--- src/rtl/usb_tx_packetizer.sv ---
// Low-speed USB TX sequencer: emits PID-only or PID/payload/CRC16 byte streams to usb_tx.
// All outputs registered; each byte reload lands on the edge after a tx_ready pulse.
module usb_tx_packetizer #(
  parameter int MAX_LEN = 8,
  parameter int AW      = 3
) (
  input  logic          clk,
  input  logic          reset,
  input  logic          start,
  input  logic [3:0]    pid,
  input  logic [3:0]    len,
  output logic [AW-1:0] rd_addr,
  input  logic [7:0]    rd_data,
  output logic [7:0]    tx_data,
  output logic          tx_valid,
  input  logic          tx_ready,
  output logic          busy,
  output logic          done
);

  typedef enum logic [2:0] {
    S_IDLE, S_PID, S_DATA, S_CRC_LO, S_CRC_HI, S_DRAIN
  } state_t;

  localparam logic [3:0]  PID_DATA0 = 4'b0011;
  localparam logic [3:0]  PID_DATA1 = 4'b1011;
  localparam logic [AW:0] ONE       = (AW+1)'(1);
  localparam logic [AW:0] MAX_LEN_W = (AW+1)'(MAX_LEN);

  state_t        state_q;
  logic          is_data_q;
  logic [AW:0]   len_q;
  logic [AW:0]   i_q;
  logic [15:0]   crc_q;
  logic [7:0]    tx_data_q;
  logic          tx_valid_q;
  logic          busy_q;
  logic          done_q;
  logic [AW-1:0] rd_addr_q;

  logic [AW:0]   len_d;
  logic [AW:0]   i_d;
  logic [15:0]   crc_d;

  // Reflected form of poly 0x8005 (0xA001), shifting LSB-first.
  function automatic logic [15:0] crc16_upd(input logic [15:0] c, input logic [7:0] b);
    logic [15:0] r;
    r = c ^ {8'h00, b};
    for (int k = 0; k < 8; k++) begin
      r = r[0] ? ((r >> 1) ^ 16'hA001) : (r >> 1);
    end
    return r;
  endfunction

  always_comb begin
    len_d = ({28'd0, len} > 32'(MAX_LEN)) ? MAX_LEN_W : (AW+1)'(len);
    i_d   = i_q + ONE;
    crc_d = crc16_upd(crc_q, rd_data);
  end

  always_ff @(posedge clk) begin
    if (reset) begin
      state_q    <= S_IDLE;
      is_data_q  <= 1'b0;
      len_q      <= '0;
      i_q        <= '0;
      crc_q      <= 16'hFFFF;
      tx_data_q  <= 8'h00;
      tx_valid_q <= 1'b0;
      busy_q     <= 1'b0;
      done_q     <= 1'b0;
      rd_addr_q  <= '0;
    end else begin
      done_q <= 1'b0;
      case (state_q)
        S_IDLE: begin
          busy_q <= 1'b0;
          if (start) begin
            state_q    <= S_PID;
            is_data_q  <= (pid == PID_DATA0) || (pid == PID_DATA1);
            len_q      <= len_d;
            i_q        <= '0;
            crc_q      <= 16'hFFFF;
            rd_addr_q  <= '0;
            tx_data_q  <= {~pid, pid};
            tx_valid_q <= 1'b1;
            busy_q     <= 1'b1;
          end
        end
        S_PID: begin
          if (tx_ready) begin
            if (!is_data_q) begin
              state_q <= S_DRAIN;
            end else if (len_q != '0) begin
              tx_data_q <= rd_data;
              crc_q     <= crc_d;
              rd_addr_q <= AW'(1);
              state_q   <= S_DATA;
            end else begin
              tx_data_q <= ~crc_q[7:0];
              state_q   <= S_CRC_LO;
            end
          end
        end
        S_DATA: begin
          // rd_addr runs one ahead of i, so the next byte is already on rd_data.
          if (tx_ready) begin
            if (i_d < len_q) begin
              tx_data_q <= rd_data;
              crc_q     <= crc_d;
              i_q       <= i_d;
              rd_addr_q <= rd_addr_q + AW'(1);
            end else begin
              tx_data_q <= ~crc_q[7:0];
              state_q   <= S_CRC_LO;
            end
          end
        end
        S_CRC_LO: begin
          if (tx_ready) begin
            tx_data_q <= ~crc_q[15:8];
            state_q   <= S_CRC_HI;
          end
        end
        S_CRC_HI: begin
          if (tx_ready) state_q <= S_DRAIN;
        end
        S_DRAIN: begin
          if (tx_ready) begin
            tx_valid_q <= 1'b0;
            done_q     <= 1'b1;
            state_q    <= S_IDLE;
          end
        end
        default: state_q <= S_IDLE;
      endcase
    end
  end

  assign rd_addr  = rd_addr_q;
  assign tx_data  = tx_data_q;
  assign tx_valid = tx_valid_q;
  assign busy     = busy_q;
  assign done     = done_q;

endmodule

--- config.mk ---
export PLATFORM = sky130hd
export DESIGN_NAME = usb_tx_packetizer
export DESIGN_NICKNAME = d
export VERILOG_FILES = /design/src/rtl/usb_tx_packetizer.sv
export SDC_FILE = /design/constraint.sdc
export NUM_CORES = 1
export LEC_CHECK = 0
export ABC_AREA = 1
export BUFFER_PORTS_ARGS = -buffer_cell sky130_fd_sc_hd__buf_4
export CAP_MARGIN = 20
export CORE_MARGIN = 4
export CORE_UTILIZATION = 50
export CTS_CLUSTER_SIZE = 28
export DETAILED_ROUTE_END_ITERATION = 16
export PLACE_DENSITY = 0.74
export SYNTH_ARGS = -nofsm -noshare
export SYNTH_HDL_FRONTEND = slang
export SYNTH_SLANG_ARGS = --single-unit
--- constraint.sdc ---
create_clock -name clk -period 2 [get_ports clk]
set_input_delay 0.2 -clock clk [delete_from_list [all_inputs] [get_ports clk]]
set_output_delay 0.2 -clock clk [all_outputs]
set_load 0.02 [all_outputs]
==> out/metrics.yaml <==
setup_path:
  r2r-end: "crc_q[12]"
  crit_family: "simple AND/OR/NAND/NOR gates"
  crit_path_end_kind: "flip-flop"
  crit_type: "flip-flop to flip-flop"
  critPathLaunch: "i_q[1]"
  worst-path-stages: 10
  crit_required_ns: 2.18
  path_max_fanout: 7
  crit_slowest_cell: "dfxtp_4"
  path_cells: "nand3_2 > xor2_2 > ha_1 > a21oi_2 > nand2_1 > nand2_2 > nand3_4 > buf_6 > clkinvlp_4 > o211ai_1"
  r2r-start: "i_q[1]"
  crit_path_end: "crc_q[12]"
  r2r_slack_ns: -0.004
  max_stage_delay_ns: 0.38
  crit_arrival_ns: 2.19
  reg2reg_depth: 10
  crit_buf_inv: 2
  start_kind: "flip-flop"
die:
  core_um2: 4470
  fp.dieW_um: 77.1
  start_util_pct: 53.4
  die_h_um: 77.1
  fp.dieArea_um2: 5940
  rows: 24
  io_pins: 34
detailed_routing:
  drt_pass1_iterations: 5
  postRouteAntennaNets: 0
  wl_per_cell_um: 14.4
  via_count: 2580
  drc: 0
  via_per_inst: 5.58
  drt-initial-drc-count: 195
  wirelength_mm: 6.66
status:
  violations: "negative setup slack"
  status: "finished with violations"
cells_and_area:
  areaGrowthSynthToFinish_pct: 24.5
  final_cell_mix: "nand2_1, inv_1, dfxtp_1, buf_4, a21oi_1"
  layout_commonest_cell: "nand2_1"
  utilization_pct: 66.4
  drive_gt1_share_pct: 20.5
  multiInputGateArea_um2: 1430
  ff_latch_area_um2: 848
  antenna_cells: 0
  nNetsFinal: 434
  fillCellCount: 394
sta:
  rsz0062_at_grt: "yes"
  setup-tns-final_ns: -0.00534
  finalClockSkew_ns: 0.00609
  hold_violations: 0
  slew_viol_final: 0
  layout_min_cycle_time_ns: 2.00
  worstMarginPinSlew_ns: 0.522
  setup_viol: 2
  maxClockFrequency_mhz: 499
  period_share_pct: 100
  setup_ws_ns: -0.00404
  slew_headroom_pct: 65.1
yosys:
  ys_seq_area_share_pct: 35.2
  syn_nets: 389
  synth_top_cell_area_share_pct: 35.2
  synth_edf_count: 0
  yosysWarnings: 0
  synthArstFlopShare_pct: 0
  ys_types: 35
  synth_area_leaders: "dfxtp_1, nand2_1, inv_1"
  ys_ff_latch: 42
  yosysTopAreaCell: "dfxtp_1"
  synth_cells: 364
  avgSynthCellArea_um2: 6.56
  ys.flop_type: "dfxtp_1"
  netlist_area_um2: 2390
clock_network:
  numCtsBuffers: 5
  clockRootBuffer: "clkbuf_8"
  cts-hold-fix-buffers: 0
  clock_latency_ns: 0.30
  htree_levels: 2
  clock-sinks: 42
  cts_tree: "yes"
  clk_pin_slew_ns: 0.09
  clk_path_buf_depth: 2
global_route:
  grt_pass1_wl_mm: 11.0
  grt_max_degree: 26
  antenna_found_initial: 0
  grt.overflow.total: 0
  grt.total_usage_pct: 22.9
  grt_pass1_vias: 2397
place:
  place_congestion: 0.830
  place.detailed.hpwl_mm: 4.70
  port_buffers: 33
run:
  maxCapViolations: 0
pwr:
  p_leak_nw: 1.46
  power_mw: 5.18
  powerDensity_nw_per_um2: 1740
  ir_worst_vdd_mv: 0.657
min_path:
  hold_path.class: "input port to flip-flop"
how the worst min path moves through the flow:
stage	start	end	cells after the start
finish	len[2]	len_q[2]	3
global route	len[2]	len_q[2]	3
CTS	rd_data[6]	tx_data[6]	3
detailed placement	rd_data[6]	tx_data[6]	3
global placement	len[2]	len_q[2]	3
floorplan	rd_data[6]	tx_data[6]	2
report_power, final:
group | internal, mW | switching, mW | total, mW | leakage (nW)
registers | 1.12 | 0.190 | 1.31 | 0.347
clock network | 0.368 | 0.304 | 0.672 | 0.0579
logic | 1.17 | 2.03 | 3.20 | 1.06
state kept, by name (all words and copies together), names as in the netlist:
register   count
done           1
i_q            4
is_data_q      1
tx_valid       1
crc_q         16
rd_addr        3
tx_data        8
state_q        3
len_q          4
busy           1
synthesized netlist by cell type (2+ instances only):
cell,n
inv_1,42
nor3_1,2
a21oi_1,28
a41oi_1,2
a211oi_1,6
ha_1,5
nor2_1,19
a31oi_1,2
xor2_1,4
a21oi_2,2
o21ai_0,24
buf_4,2
clkbuf_1,4
nand3_1,19
inv_2,2
dfxtp_1,42
o21bai_1,2
o21ai_1,8
nand2_1,123
xnor2_1,2
o211ai_1,10
metal layers:
layer / up-vias / routed length [µm] / share of wire [%] / track usage [%]
li1: 1285 / - / - / -
met3: 11 / 535 / 8.0 / 3.75
met5: - / 0 / 0 / 0
met2: 100 / 2990 / 45 / 36.8
met1: 1184 / 3040 / 46 / 30.9
met4: 0 / 93 / 1.4 / 8.36
tightest hold or removal path: stages:
cell and delay, ns:
buf_4 0.08, a22oi_1 0.05, nor2_1 0.08
area by class of cell:
| class | instances | area share, % |
|---|---|---|
| tap | 52 | 2.19 |
| timing repair buffer | 43 | 11.0 |
| multi-input combinational | 269 | 48.0 |
| clock buffer | 5 | 2.31 |
| sequential | 42 | 28.5 |
| inverter | 46 | 6.10 |
| clock inverter | 3 | 1.35 |
| timing repair inverter | 2 | 0.463 |
repair_timing:
item                                    in CTS  in global routing
pin swaps                                    2                  8
gates cloned                                 3                  0
resized for setup                           11                 18
setup buffers                                3                  0
endpoints found under the setup margin      16                 34
metrics by stage:
step                      hold slack, ns  area [µm²]  instances  worst slack, ns
after global placement             0.434        2700        448           0.0137
after detailed placement           0.453        2700        448          -0.0747
final                              0.147        2970        462         -0.00404
after global routing               0.153        2970        462           -0.107
after CTS                          0.143        2890        462         -0.00413
after floorplan                    0.340        2390        364            0.153
cells by family after synthesis:
group | count (synthesis) | synth area share, %
adder cells (fa/ha/maj) | 5 | 2.62
buffers and inverters | 53 | 9.12
flip-flops | 42 | 35.2
AO/OA/AOI/OAI | 86 | 21.0
XOR/XNOR | 6 | 2.20
AND/OR/NAND/NOR | 172 | 29.9
No activity file was read; power rests on OpenSTA's default activity.
